File: src/rtl/interface_hcsr04_uc.sv
// Control unit for the HC-SR04 datapath: clears the datapath, fires a trigger, waits
// for echo or timeout, retries a bounded number of times, and reports done/failure.
module interface_hcsr04_uc #(
    parameter int MAX_TENT = 3,
    parameter int NT       = 3
) (
    input  logic          clock,
    input  logic          reset,
    input  logic          medir,
    input  logic          fim_medida,
    input  logic          fim_timeout,
    output logic          zera,
    output logic          gera,
    output logic          registra,
    output logic          conta_timeout,
    output logic          zera_timeout,
    output logic          pronto,
    output logic          falha,
    output logic [NT-1:0] db_tentativas,
    output logic [3:0]    db_estado
);

    typedef enum logic [3:0] {
        INICIAL  = 4'h0,
        PREPARA  = 4'h1,
        ENVIA    = 4'h2,
        ESPERA   = 4'h3,
        ARMAZENA = 4'h4,
        FINAL    = 4'h5,
        TIMEOUT  = 4'h6,
        ERRO     = 4'hE
    } state_t;

    localparam logic [NT-1:0] MAX_T = NT'(MAX_TENT);

    // ctrl bit order: zera, gera, registra, conta_timeout, zera_timeout, pronto, falha
    localparam logic [6:0] C_PREPARA  = 7'b1000100;
    localparam logic [6:0] C_ENVIA    = 7'b0100000;
    localparam logic [6:0] C_ESPERA   = 7'b0001000;
    localparam logic [6:0] C_ARMAZENA = 7'b0010000;
    localparam logic [6:0] C_FINAL    = 7'b0000010;
    localparam logic [6:0] C_TIMEOUT  = 7'b0000100;
    localparam logic [6:0] C_ERRO     = 7'b0000011;

    state_t        state_reg, state_next;
    logic [NT-1:0] tent_reg;
    logic [6:0]    ctrl_reg, ctrl_next;

    always_comb begin
        state_next = INICIAL;
        case (state_reg)
            INICIAL:  state_next = medir ? PREPARA : INICIAL;
            PREPARA:  state_next = ENVIA;
            ENVIA:    state_next = ESPERA;
            // A measurement completing in the same cycle as the timeout is still a success
            ESPERA: begin
                if (fim_medida)
                    state_next = ARMAZENA;
                else if (fim_timeout)
                    state_next = TIMEOUT;
                else
                    state_next = ESPERA;
            end
            ARMAZENA: state_next = FINAL;
            FINAL:    state_next = INICIAL;
            TIMEOUT:  state_next = (tent_reg < MAX_T) ? PREPARA : ERRO;
            ERRO:     state_next = INICIAL;
            default:  state_next = INICIAL;
        endcase
    end

    // Outputs are decoded from the upcoming state and registered, so they line up with state_reg
    always_comb begin
        ctrl_next = '0;
        case (state_next)
            PREPARA:  ctrl_next = C_PREPARA;
            ENVIA:    ctrl_next = C_ENVIA;
            ESPERA:   ctrl_next = C_ESPERA;
            ARMAZENA: ctrl_next = C_ARMAZENA;
            FINAL:    ctrl_next = C_FINAL;
            TIMEOUT:  ctrl_next = C_TIMEOUT;
            ERRO:     ctrl_next = C_ERRO;
            default:  ctrl_next = '0;
        endcase
    end

    always_ff @(posedge clock) begin
        if (!reset) begin
            state_reg <= INICIAL;
            tent_reg  <= '0;
            ctrl_reg  <= '0;
        end else begin
            state_reg <= state_next;
            ctrl_reg  <= ctrl_next;
            if (state_reg == INICIAL && medir)
                tent_reg <= '0;
            else if (state_reg == ENVIA && tent_reg < MAX_T)
                tent_reg <= tent_reg + NT'(1);
        end
    end

    assign {zera, gera, registra, conta_timeout, zera_timeout, pronto, falha} = ctrl_reg;
    assign db_tentativas = tent_reg;
    assign db_estado     = state_reg;

endmodule

File: config.mk
export PLATFORM = sky130hd
export DESIGN_NAME = interface_hcsr04_uc
export DESIGN_NICKNAME = d
export VERILOG_FILES = /design/src/rtl/interface_hcsr04_uc.sv
export SDC_FILE = /design/constraint.sdc
export NUM_CORES = 1
export LEC_CHECK = 0
export BUFFER_PORTS_ARGS = -buffer_cell sky130_fd_sc_hd__buf_4
export CAP_MARGIN = 10
export CORE_UTILIZATION = 40
export CTS_CLUSTER_SIZE = 30
export DETAILED_ROUTE_END_ITERATION = 16
export GPL_TIMING_DRIVEN = 1
export MAX_ROUTING_LAYER = met4
export PLACE_DENSITY = 0.68
export SYNTH_ARGS = -nofsm -noshare
export SYNTH_HDL_FRONTEND = slang
export SYNTH_SLANG_ARGS = --single-unit
File: constraint.sdc
create_clock -name clock -period 1.2 [get_ports clock]
set_clock_uncertainty 0.05 [all_clocks]
set_input_delay 0.12 -clock clock [delete_from_list [all_inputs] [get_ports clock]]
set_output_delay 0.12 -clock clock [all_outputs]
set_load 0.005 [all_outputs]
==> run summary <==
HP Class = in2reg
Num CTS Buffers = 3
number of cell instances on the worst register-to-register path = 3
vias post-DR = 551
clock tree root driver cell = sky130_fd_sc_hd__clkbuf_4
total congestion overflow = 0
R2R setup slack = -0.09 ns
flip-flop and latch count after synthesis = 14
endpoint type of the worst setup path = register
max-slew violation count = 0
HPWL after detailed placement = 927 um
hold_sp = reset
proportion of netlist area held by the largest area contributor = 47.5%
Antenna Nets Post-Route = 0
critical register-to-register path endpoint = ctrl_reg[3]
height of the die = 40.4 um
data required time of the worst path = 1.36 ns
count of unique library cells instantiated by Yosys = 29
insertion delay of the later-clocked pin in the worst-skew pair = 0.28 ns
kind of start point of the critical path = register
combinational family with the most area after synthesis = simple AND/OR/NAND/NOR gates
total core area = 1330 um2
synth warn = 0
cell count of the worst hold path = 2
leading cell types by total area after synthesis = sky130_fd_sc_hd__dfxtp_1 47%, sky130_fd_sc_hd__and2_1 5.3%, sky130_fd_sc_hd__nor3b_2 4.2%, sky130_fd_sc_hd__and4b_1 3.4%, sky130_fd_sc_hd__nand3_1 2.5%
R2R Path Start = db_estado[3]
# diodes = 0
Slowest-stage cell, CP = sky130_fd_sc_hd__or3b_4
Pleak = 0.468 nW
layout cell share with drive strength beyond 1 = 66.0%
level count of the clock H-tree = 1
Layout Cell Area excl Fill = 998 um2
Synth area leader = sky130_fd_sc_hd__dfxtp_1
routed wire length = 1550 um
standard cell area after detailed placement = 837 um2
slew at the pin closest to its max-slew limit = 0.286 ns
leading register cell type out of synthesis = sky130_fd_sc_hd__dfxtp_1
Achievable Freq = 774 MHz
class of the most critical setup path = reg2reg
share of synthesized flip-flops with an asynchronous set or reset = 0%
total die area = 1630 um2
clock tree from TritonCTS = yes
setup repair after global routing missed its margin = true
Sequential cell area = 297 um2
global placer's final weighted congestion = 0.771
Max stage delay on crit path = 0.42 ns
multiplexer share of the synthesized area = 1.69%
number of instances in the synthesized netlist = 57
most common cell after layout, fill and taps aside = sky130_fd_sc_hd__buf_4
launching element of the worst setup path = db_estado[3]
via-per-instance ratio = 5.06
global router's overall resource usage = 21.4%
xor/xnor share of the synthesized area = 1.48%
maximum vdd ir drop = 621 uV
endpoint with the worst hold slack = ctrl_reg[2]
initial cell density of the core = 44.3%
max-cap check violation count = 0
sequential cell area fraction in the yosys report = 47.5%
DR pass1 iterations = 5
netlist area before placement = 591 um2
DRC violations left = 0
number of buffer and inverter instances along the worst setup path = 0
number of flops mapped to enable cells by yosys = 0
buffers from clock root to sink, at most = 2
wire length of the first global-routing pass = 2190 um
post-synthesis net count = 63
failing checks = setup timing
DIE WIDTH = 40.4 um
Largest register FFs = 7
net count reported at finish = 102
area taken by multi-input logic gates = 387 um2
largest net degree at the start of global routing = 11
critical path cell sequence = or3b_4 -> o211ai_4 -> nor3b_2
power density over cell area = 1110 nW/um2
Min Hold Slack = 0.0892 ns
critical-path maximum fanout = 7
count of hold-fix buffers inserted at cts = 0
worst path arrival time = 1.45 ns
final critical-path share of the clock period = 108%
Synth Area in Simple Gates = 30.5%
crit path setup slack, layout = -0.0917 ns
top-level I/O count = 19
post-synthesis average cell area = 10.4 um2
family with the most delay on the worst path = simple AND/OR/NAND/NOR gates
via count of the first global-routing pass = 498
Post-Synth Adder-Cell Area = 2.12%
Rel. slew slack = 80.7%
count of input and output buffers = 18
fin crit period = 1.29 ns
clock net sink count = 14
number of filler instances in the final layout = 92
area grow syn2layout = 69.1%
total count of hold-check failures in the final report = 0
detail-routed net length per standard cell = 14.2 um
Compound-Gate Fraction of Synth Area = 13.3%
Site Rows = 13
clock-pin slew of the registers on the worst-case setup and hold paths = 0.08 ns
number of failing setup endpoints in the final timing report = 5
status = complete, but fails checks
most frequent cells in the layout = 36 x sky130_fd_sc_hd__buf_4, 9 x sky130_fd_sc_hd__dfxtp_1, 4 x sky130_fd_sc_hd__and2_1, 4 x sky130_fd_sc_hd__dfxtp_4
count of routing violations after the opening detailed-route iteration = 5
number of antenna violations at the first check in global routing = 0
area by class of cell:
cell class / count / area share (%)
Inverter: 1 / 0.376
Sequential cell: 14 / 29.7
Multi-Input combinational cell: 40 / 38.7
Timing Repair Buffer: 36 / 27.1
Tap cell: 15 / 1.88
Clock buffer: 3 / 2.26
metrics by stage:
stage | setup TNS (ns) | power [mW] | util (%) | setup slack (ns) | instances
2_1_floorplan | -0.0913 | 0.658 | - | -0.0562 | 57
3_3_place_gp | -0.505 | 0.766 | 62.8 | -0.108 | 102
3_5_place_dp | -0.626 | 0.768 | 62.8 | -0.109 | 102
4_1_cts | -0.193 | 1.05 | 69.4 | -0.0715 | 108
5_1_grt | -0.706 | 1.15 | 74.9 | -0.143 | 109
6_report | -0.257 | 1.11 | 74.9 | -0.0917 | 109
worst reg2reg max path, delay by kind of cell, from the launching register on:
kind	cells	cell delay (ns)
simple gates	2	0.60
flops	1	0.38
compound gates	1	0.19
cell families (layout without fill, tap and decap cells):
logic type,after synthesis,in the layout
buf+inv,3,40
compound gates,10,10
mux,1,1
fa+ha+maj,1,1
flops,14,14
simple gates,27,27
xor+xnor,1,1
where the power goes:
| group | leakage (nW) | internal (mW) | switching [mW] |
|---|---|---|---|
| clock network | 0.0138 | 0.116 | 0.144 |
| registers | 0.117 | 0.494 | 0.0371 |
| logic | 0.337 | 0.174 | 0.139 |
| total | 0.468 | 0.785 | 0.321 |
per-layer routing:
| layer | global-route usage (%) | up-vias | wire length (um) |
|---|---|---|---|
| met5 | - | - | 0 |
| met1 | 27.4 | 251 | 752 |
| li1 | - | 283 | - |
| met3 | 3.33 | 4 | 65 |
| met2 | 32.5 | 13 | 695 |
| met4 | 10.0 | 0 | 32 |
worst max-delay path by stage:
stage / slack, ns / endpoint / cells past startpoint
after floorplan: -0.06 / ctrl_reg[3] / 4
after CTS: -0.07 / ctrl_reg[3] / 3
after global routing: -0.14 / ctrl_reg[4] / 4
after global placement: -0.11 / ctrl_reg[3] / 3
after detailed placement: -0.11 / ctrl_reg[3] / 3
final: -0.09 / ctrl_reg[3] / 3
cells in the mapped netlist (2+ instances only):
cell type	instances
sky130_fd_sc_hd__nand2_1	2
sky130_fd_sc_hd__and4b_1	2
sky130_fd_sc_hd__nor2_1	4
sky130_fd_sc_hd__and2_1	5
sky130_fd_sc_hd__dfxtp_1	14
sky130_fd_sc_hd__nor3_1	2
sky130_fd_sc_hd__nor3b_2	2
sky130_fd_sc_hd__and3_1	2
sky130_fd_sc_hd__o21ai_0	2
sky130_fd_sc_hd__nand3_1	3
repair_timing:
item | in CTS | in global routing
cloned | 0 | 0
resized for setup | 13 | 15
setup buffers | 3 | 1
setup endpoints to repair | 11 | 11
pin swaps | 3 | 10
Power figures use the tool's default switching activity.
